File: config.mk
export PLATFORM = sky130hd
export DESIGN_NAME = br_flow_arb_fixed_aging
export DESIGN_NICKNAME = d
export VERILOG_FILES = /design/src/rtl/br_flow_arb_pkg.sv /design/src/rtl/br_flow_arb_age_tracker.sv /design/src/rtl/br_flow_arb_fixed_aging.sv
export SDC_FILE = /design/constraint.sdc
export NUM_CORES = 1
export LEC_CHECK = 0
export CAP_MARGIN = 20
export CORE_AREA = 2 2 39 41
export CTS_CLUSTER_DIAMETER = 30
export DETAILED_ROUTE_END_ITERATION = 8
export DIE_AREA = 0 0 41 43
export PLACE_DENSITY = 0.43
export REMOVE_ABC_BUFFERS = 1
export SYNTH_ARGS = -nofsm -noshare
export SYNTH_HDL_FRONTEND = slang
export SYNTH_SLANG_ARGS = --single-unit
File: constraint.sdc
create_clock -name clk -period 1.06 [get_ports clk]
set_input_delay 0.159 -clock clk [delete_from_list [all_inputs] [get_ports clk]]
set_output_delay 0.159 -clock clk [all_outputs]
set_load 0.05 [all_outputs]
File: src/rtl/br_flow_arb_pkg.sv
// ---------------------------------------------------------------------------
// br_flow_arb_pkg
// Shared sizing helpers for the br_flow_arb family of flow arbiters
// (fixed-priority with aging here; round-robin and LRU aging variants later).
//   flow_id_width(n) : bits needed to encode a flow index for n flows
//   age_width(t)     : bits needed for a saturating age counter reaching t
// ---------------------------------------------------------------------------
package br_flow_arb_pkg;

    function automatic int flow_id_width(input int num_flows);
        return (num_flows > 1) ? $clog2(num_flows) : 1;
    endfunction

    function automatic int age_width(input int age_threshold);
        return $clog2(age_threshold + 1);
    endfunction

endpackage

File: src/rtl/br_flow_arb_age_tracker.sv
// ---------------------------------------------------------------------------
// br_flow_arb_age_tracker
// Per-flow saturating age counters. A flow ages while it is requesting and
// losing arbitration in a cycle where the pop stage can advance; it is aged
// once its counter reaches AgeThreshold.
// Ports:
//   clk, rst_n        clock, asynchronous active-low reset
//   push_valid[N]     per-flow request
//   grant[N]          one-hot arbitration result (before can_advance gating)
//   can_advance       pop stage can take a new entry this cycle
//   aged[N]           flow is requesting and has reached AgeThreshold
// ---------------------------------------------------------------------------
module br_flow_arb_age_tracker
    import br_flow_arb_pkg::*;
#(
    parameter int NumFlows     = 2,
    parameter int AgeThreshold = 4
) (
    input  logic                clk,
    input  logic                rst_n,
    input  logic [NumFlows-1:0] push_valid,
    input  logic [NumFlows-1:0] grant,
    input  logic                can_advance,
    output logic [NumFlows-1:0] aged
);

    localparam int AgeWidth = age_width(AgeThreshold);
    localparam logic [AgeWidth-1:0] AgeMax = AgeWidth'(AgeThreshold);

    logic [AgeWidth-1:0] age_q [NumFlows];
    logic [AgeWidth-1:0] age_d [NumFlows];

    always_comb begin
        for (int i = 0; i < NumFlows; i++) begin
            age_d[i] = age_q[i];
            aged[i]  = (age_q[i] == AgeMax) && push_valid[i];
            if (!push_valid[i]) begin
                // Dropping the request forfeits accumulated age.
                age_d[i] = '0;
            end else if (can_advance) begin
                // Backpressure (can_advance low) freezes the count.
                if (grant[i]) begin
                    age_d[i] = '0;
                end else if (age_q[i] != AgeMax) begin
                    age_d[i] = age_q[i] + 1'b1;
                end
            end
        end
    end

    always_ff @(posedge clk or negedge rst_n) begin
        if (!rst_n) begin
            for (int i = 0; i < NumFlows; i++) begin
                age_q[i] <= '0;
            end
        end else begin
            for (int i = 0; i < NumFlows; i++) begin
                age_q[i] <= age_d[i];
            end
        end
    end

endmodule

File: src/rtl/br_flow_arb_fixed_aging.sv
// ---------------------------------------------------------------------------
// br_flow_arb_fixed_aging
// N:1 flow-controlled arbiter, fixed priority (lowest index wins) with
// per-flow aging that promotes a starved flow above all non-aged flows.
// The winner is captured in a one-entry registered pop stage.
// Build option: define BR_FLOW_ARB_FIXED_AGING_EN to compile in aging;
// otherwise the block is strict fixed priority (AgeThreshold unused).
// Ports:
//   clk, rst_n               clock, asynchronous active-low reset
//   push_valid[N]            per-flow request
//   push_ready[N]            per-flow accept (combinational)
//   push_data[N][Width]      per-flow payload
//   pop_valid / pop_ready    registered output handshake
//   pop_data[Width]          registered payload
//   pop_flow_id              source flow of pop_data
// Handshake: a transfer occurs on a rising edge where valid && ready; valid
// may be raised without waiting for ready, ready is never raised on a flow
// whose valid is low, and a pending pop entry holds until pop_ready.
// ---------------------------------------------------------------------------
module br_flow_arb_fixed_aging
    import br_flow_arb_pkg::*;
#(
    parameter int NumFlows     = 2,
    parameter int Width        = 1,
    parameter int AgeThreshold = 4
) (
    input  logic                                 clk,
    input  logic                                 rst_n,
    input  logic [NumFlows-1:0]                  push_valid,
    output logic [NumFlows-1:0]                  push_ready,
    input  logic [NumFlows-1:0][Width-1:0]       push_data,
    output logic                                 pop_valid,
    input  logic                                 pop_ready,
    output logic [Width-1:0]                     pop_data,
    output logic [flow_id_width(NumFlows)-1:0]   pop_flow_id
);

    localparam int FlowIdWidth = flow_id_width(NumFlows);

    if (NumFlows < 2) begin : g_bad_num_flows
        $error("br_flow_arb_fixed_aging: NumFlows must be >= 2");
    end
    if (Width < 1) begin : g_bad_width
        $error("br_flow_arb_fixed_aging: Width must be >= 1");
    end
    if (AgeThreshold < 1) begin : g_bad_age_threshold
        $error("br_flow_arb_fixed_aging: AgeThreshold must be >= 1");
    end

    logic                   pop_valid_q, pop_valid_d;
    logic [Width-1:0]       pop_data_q, pop_data_d;
    logic [FlowIdWidth-1:0] pop_flow_id_q, pop_flow_id_d;

    logic                   can_advance;
    logic [NumFlows-1:0]    aged;
    logic [NumFlows-1:0]    sel_vec;
    logic [NumFlows-1:0]    grant;
    logic [FlowIdWidth-1:0] win_id;
    logic                   any_valid;

    assign can_advance = !pop_valid_q || pop_ready;

`ifdef BR_FLOW_ARB_FIXED_AGING_EN
    br_flow_arb_age_tracker #(
        .NumFlows     (NumFlows),
        .AgeThreshold (AgeThreshold)
    ) u_age_tracker (
        .clk         (clk),
        .rst_n       (rst_n),
        .push_valid  (push_valid),
        .grant       (grant),
        .can_advance (can_advance),
        .aged        (aged)
    );
`else
    assign aged = '0;
`endif

    // Fixed-priority encode over the aged set if non-empty, else over all
    // requesters. aged is a subset of push_valid, so grant implies valid.
    always_comb begin
        grant   = '0;
        win_id  = '0;
        sel_vec = (|aged) ? aged : push_valid;
        for (int i = NumFlows - 1; i >= 0; i--) begin
            if (sel_vec[i]) begin
                grant  = '0;
                grant[i] = 1'b1;
                win_id = FlowIdWidth'(i);
            end
        end
    end

    assign any_valid = |push_valid;

    // rst_n gating keeps push_ready low while reset is held, so nothing is
    // handed over that the (held-in-reset) pop stage would drop.
    assign push_ready = grant & {NumFlows{can_advance && rst_n}};

    always_comb begin
        pop_valid_d   = pop_valid_q;
        pop_data_d    = pop_data_q;
        pop_flow_id_d = pop_flow_id_q;
        if (can_advance) begin
            pop_valid_d = any_valid;
            if (any_valid) begin
                pop_data_d    = push_data[win_id];
                pop_flow_id_d = win_id;
            end
        end
    end

    always_ff @(posedge clk or negedge rst_n) begin
        if (!rst_n) begin
            pop_valid_q   <= 1'b0;
            pop_data_q    <= '0;
            pop_flow_id_q <= '0;
        end else begin
            pop_valid_q   <= pop_valid_d;
            pop_data_q    <= pop_data_d;
            pop_flow_id_q <= pop_flow_id_d;
        end
    end

    assign pop_valid   = pop_valid_q;
    assign pop_data    = pop_data_q;
    assign pop_flow_id = pop_flow_id_q;

endmodule

## After elaboration in Yosys (flattened, before gate mapping)

Cells that the tools add are included.

- $lt $le $gt $ge: 1
- Muxes and demuxes: 6
- Bitwise logic cells: 1
- Reductions and logical operators: 5

Operators by type and width:

| kind | count |
|---|---|
| 1-bit two-way mux | 4 |
| 2-bit two-way mux | 2 |
| 2-bit AND | 1 |
| 1-bit by 2-bit less-than comparator with 1-bit output (second input constant) | 1 |
| 2-bit AND reduction | 1 |
| 2-bit OR reduction | 1 |
| 1-bit logical AND | 1 |
| 1-bit zero test | 1 |
| 1-bit logical OR | 1 |

- Register bits after elaboration: 3
- Input bits: 7
- Output and inout bits: 5
- Word-level logic and storage cells: 16

## Logic depth before layout (Yosys ltp)

Gate-level depths: netlist of the first run.

- Depth after elaboration: 4
- Depth in mapped cells: 3
- Mapped depth without buffers: 3

## Least setup slack after synthesis of the first run

Ideal clock, no wire load.

- Path kind: register to output
- From: reg pop_valid_q, in the netlist pop_valid
- To: out push_ready[1]
- Arrival time: 1261 ps
- Data required time: 901 ps
- Path slack: -360 ps
- Stages on the path, launching flop included: 3
- Cell sequence: dfrtp_1 nand2b_4 and4b_1

- Word-level cells in the longest chain between the ends: 4

RTL lines:

| item | line | RTL |
|---|---|---|
| start, declared | br_flow_arb_fixed_aging.sv:50 | `logic pop_valid_q, pop_valid_d;` |
| start signal, assigned | br_flow_arb_fixed_aging.sv:119 | `pop_valid_q <= pop_valid_d;` |
| 1-bit zero test | br_flow_arb_fixed_aging.sv:61 | `assign can_advance = !pop_valid_q \|\| pop_ready;` |
| 1-bit logical OR | br_flow_arb_fixed_aging.sv:61 |  |
| 1-bit logical AND | br_flow_arb_fixed_aging.sv:98 | `assign push_ready = grant & {NumFlows{can_advance && rst_n}};` |
| 2-bit AND | br_flow_arb_fixed_aging.sv:98 |  |
| end, declared | br_flow_arb_fixed_aging.sv:30 | `output logic [NumFlows-1:0] push_ready,` |

Every way passes these cells.

## Final worst setup path of the first run

- From: in push_valid[0]
- To: out push_ready[1]

- Word-level cells in the longest chain between the ends: 2

RTL lines:

| item | line | RTL |
|---|---|---|
| start, declared | br_flow_arb_fixed_aging.sv:29 | `input logic [NumFlows-1:0] push_valid,` |
| 2-bit two-way mux | br_flow_arb_fixed_aging.sv:86 | `if (sel_vec[i]) begin` |
| 2-bit AND | br_flow_arb_fixed_aging.sv:98 |  |

Every way passes these cells.

==> results of run 1 <==
[metal layers]
metal / GRT usage / share of wire / vias to the layer above / wire (um)
li1: - / - / 100 / -
met1: 0.107 / 0.44 / 89 / 235
met2: 0.0969 / 0.43 / 12 / 227
met3: 0.0576 / 0.13 / 0 / 71
met4: 0.0400 / 0 / 0 / 0
met5: 0 / 0 / - / 0
[power by group through the flow]
stage | clock network [mW] | logic [mW] | registers (mW)
4_1_cts | 0.207 | 0.205 | 0.145
3_3_place_gp | 0 | 0.197 | 0.145
3_5_place_dp | 0 | 0.197 | 0.146
6_report | 0.194 | 0.203 | 0.144
5_1_grt | 0.223 | 0.216 | 0.146
2_1_floorplan | 0 | 0.0389 | 0.181
[flip-flops by register name (all words and copies together), names as in the netlist]
| name | flops |
|---|---|
| pop_data | 1 |
| pop_flow_id | 1 |
| pop_valid | 1 |
[kinds of logic after synthesis]
logic type      Yosys count  share of synthesized area
flops                     3                      0.472
compound gates            5                      0.173
simple gates              6                      0.354
[repair_timing]
item                       in CTS  in global routing
resized for setup               2                  0
setup endpoints to repair       3                  5
pin swaps                       1                  0
buffers inserted                2                  0
[final cells by class]
| cell class | count | area, um2 |
|---|---|---|
| fill | 150 | 967 |
| timing repair buffer | 18 | 211 |
| tap | 16 | 20.0 |
| clock buffer | 4 | 26.3 |
| sequential | 3 | 75.1 |
| multi-input combinational | 11 | 83.8 |
[how the worst max path moves through the flow]
stage                               start       endpoint  slack (ns)  depth (start not counted)
floorplan           pop_valid$_DFFE_PN0P_  push_ready[1]       -0.36                          2
global placement                pop_ready  push_ready[1]       -0.26                          4
detailed placement              pop_ready  push_ready[1]       -0.27                          4
CTS                 pop_valid$_DFFE_PN0P_  push_ready[1]       -0.21                          3
global route        pop_valid$_DFFE_PN0P_  push_ready[1]       -0.25                          3
finish                      push_valid[0]  push_ready[1]       -0.21                          3
[metrics by stage]
step,setup slack [ns],util,TNS [ns]
after floorplan,-0.360,-,-0.855
after global placement,-0.263,0.272,-0.900
after detailed placement,-0.268,0.272,-0.916
after CTS,-0.215,0.301,-0.607
after global routing,-0.253,0.301,-0.804
final,-0.205,0.301,-0.567
[placed cells by master, fill, tap and decap left out]
cell / n
nand2b_4: 1
dlygate4sd2_1: 1
clkdlybuf4s50_1: 5
and3_2: 1
buf_12: 5
a31oi_1: 2
and3b_2: 1
buf_4: 7
clkbuf_4: 3
nor2b_1: 1
clkbuf_1: 1
a21oi_1: 2
and4b_1: 1
dfrtp_1: 3
or3b_1: 1
o21ai_1: 1
==> impl_metrics.yaml, run 1 <==
run_status:
  status: "finished with violations"
  violations: "setup timing"
setup_path:
  worstReg2RegEnd: "pop_data$_DFFE_PN0P_"
  critPathSlowestCell: "clkdlybuf4s50_1"
  crit_buf_inv: 2
  crit-reg2reg-launch: "pop_valid$_DFFE_PN0P_"
  arrival_ns: 1.11
  startpoint_type: "input pin"
  end_kind: "output port"
  worst_r2r_path_depth: 5
  r2r_slack_ns: -0.03
  critical_path_required_ns: 0.90
  crit_path_max_fanout: 5
  worstPathCellList: "clkdlybuf4s50_1 > and4b_1 > buf_12"
  critPathKind: "in2out"
  critical-path-max-stage-delay_ns: 0.47
  critPathTopFamily: "buffers and inverters"
clock_network:
  path_clk_slew_ns: 0.04
  ctsHtreeMaxLevel: 1
  ctsHoldBuffers: 0
  numClockSinks: 3
  clk_latency_ns: 0.22
  clk_path_buf_depth: 2
  cts_buffers: 3
  cts_tree: "yes"
  cts-root-buf: "clkbuf_4"
global_route:
  grt_pass1_vias: 216
  grt_antenna_before_repair: 0
  grt_use_total: 0.0817
  grt_pass1_wl_um: 924
  grt_max_degree: 6
  grt_overflow_total: 0
synth:
  synth_flop_cell: "dfrtp_1"
  synth_seq_cells: 3
  synth_edf_count: 0
  syn_inst: 14
  synth.most_common_cell: "dfrtp_1"
  synth_cell_types: 10
  synth_area_leaders: "dfrtp_1 (47%), nand2b_4 (8.7%), a31oi_1 (7.9%)"
  synthArstFlopShare: 1.00
  yosys.area.top_type_share: 0.472
  ys_warn_count: 0
  synth_common_cells: "dfrtp_1 (3), a21oi_1 (2), a31oi_1 (2)"
  ys_seq_area_frac: 0.472
  syn_avg_cell_area_um2: 11.4
  syn_area_um2: 159
  yosysTopAreaCell: "dfrtp_1"
sta:
  layout_setup_ws_ns: -0.205
  whs_ns: 0.241
  skew_ns: 0.0000777
  max_slew_margin: 0.880
  max_freq_mhz: 790
  hold_violations: 0
  finalSetupViolations: 5
  maxSlewViolCount: 0
  worst_slew_pin_slew_ns: 0.180
  layout_min_cycle_time_ns: 1.27
  rsz0062_at_grt: "yes"
  min_period_over_period: 1.19
detailed_routing:
  drtAntennaViolNets: 0
  dr.pass1.iters: 2
  first_iter_violations: 1
  wl_um: 534
  routedWlPerCell_um: 10.3
  post-route-drc-count: 0
  via_per_inst: 3.87
  vias: 201
pwr:
  cell_internal_pwr_mw: 0.380
  p_leak_nw: 0.190
  switchingPower_mw: 0.162
  fin_total_pwr_mw: 0.542
  switching_share: 0.299
  peakVddDrop_v: 0.000559
  pwr-share-seq: 0.266
  comb_power_share: 0.375
  p_clk_frac: 0.359
  p_per_area_nw_per_um2: 1300
flow_run:
  drv_cap: 0
floorplan:
  die_h_um: 43
  die_w_um: 41
  core_um2: 1380
  initial_utilization: 0.115
  fp-row-count: 14
  dieArea_um2: 1760
  ios: 12
final_layout:
  fin_nets: 44
  drive_gt1_frac: 0.500
  area_growth_syn_to_layout_pct: 162
  fin_cells: 52
  antenna_cells: 0
  fin_area_um2: 417
placed_design:
  port_buffers: 11
  gp_congestion: 0.626
  place_area_um2: 377
  placed_cells: 46
worst_hold_path:
  min_path_type: "in2async"
(Power assumes the default switching activity.)
==> run 2: changes to the inputs <==
SLEW_MARGIN = 10   (was default)
==> results of run 2 <==
Final layout, timing and power as in run 1 (identical DEF).
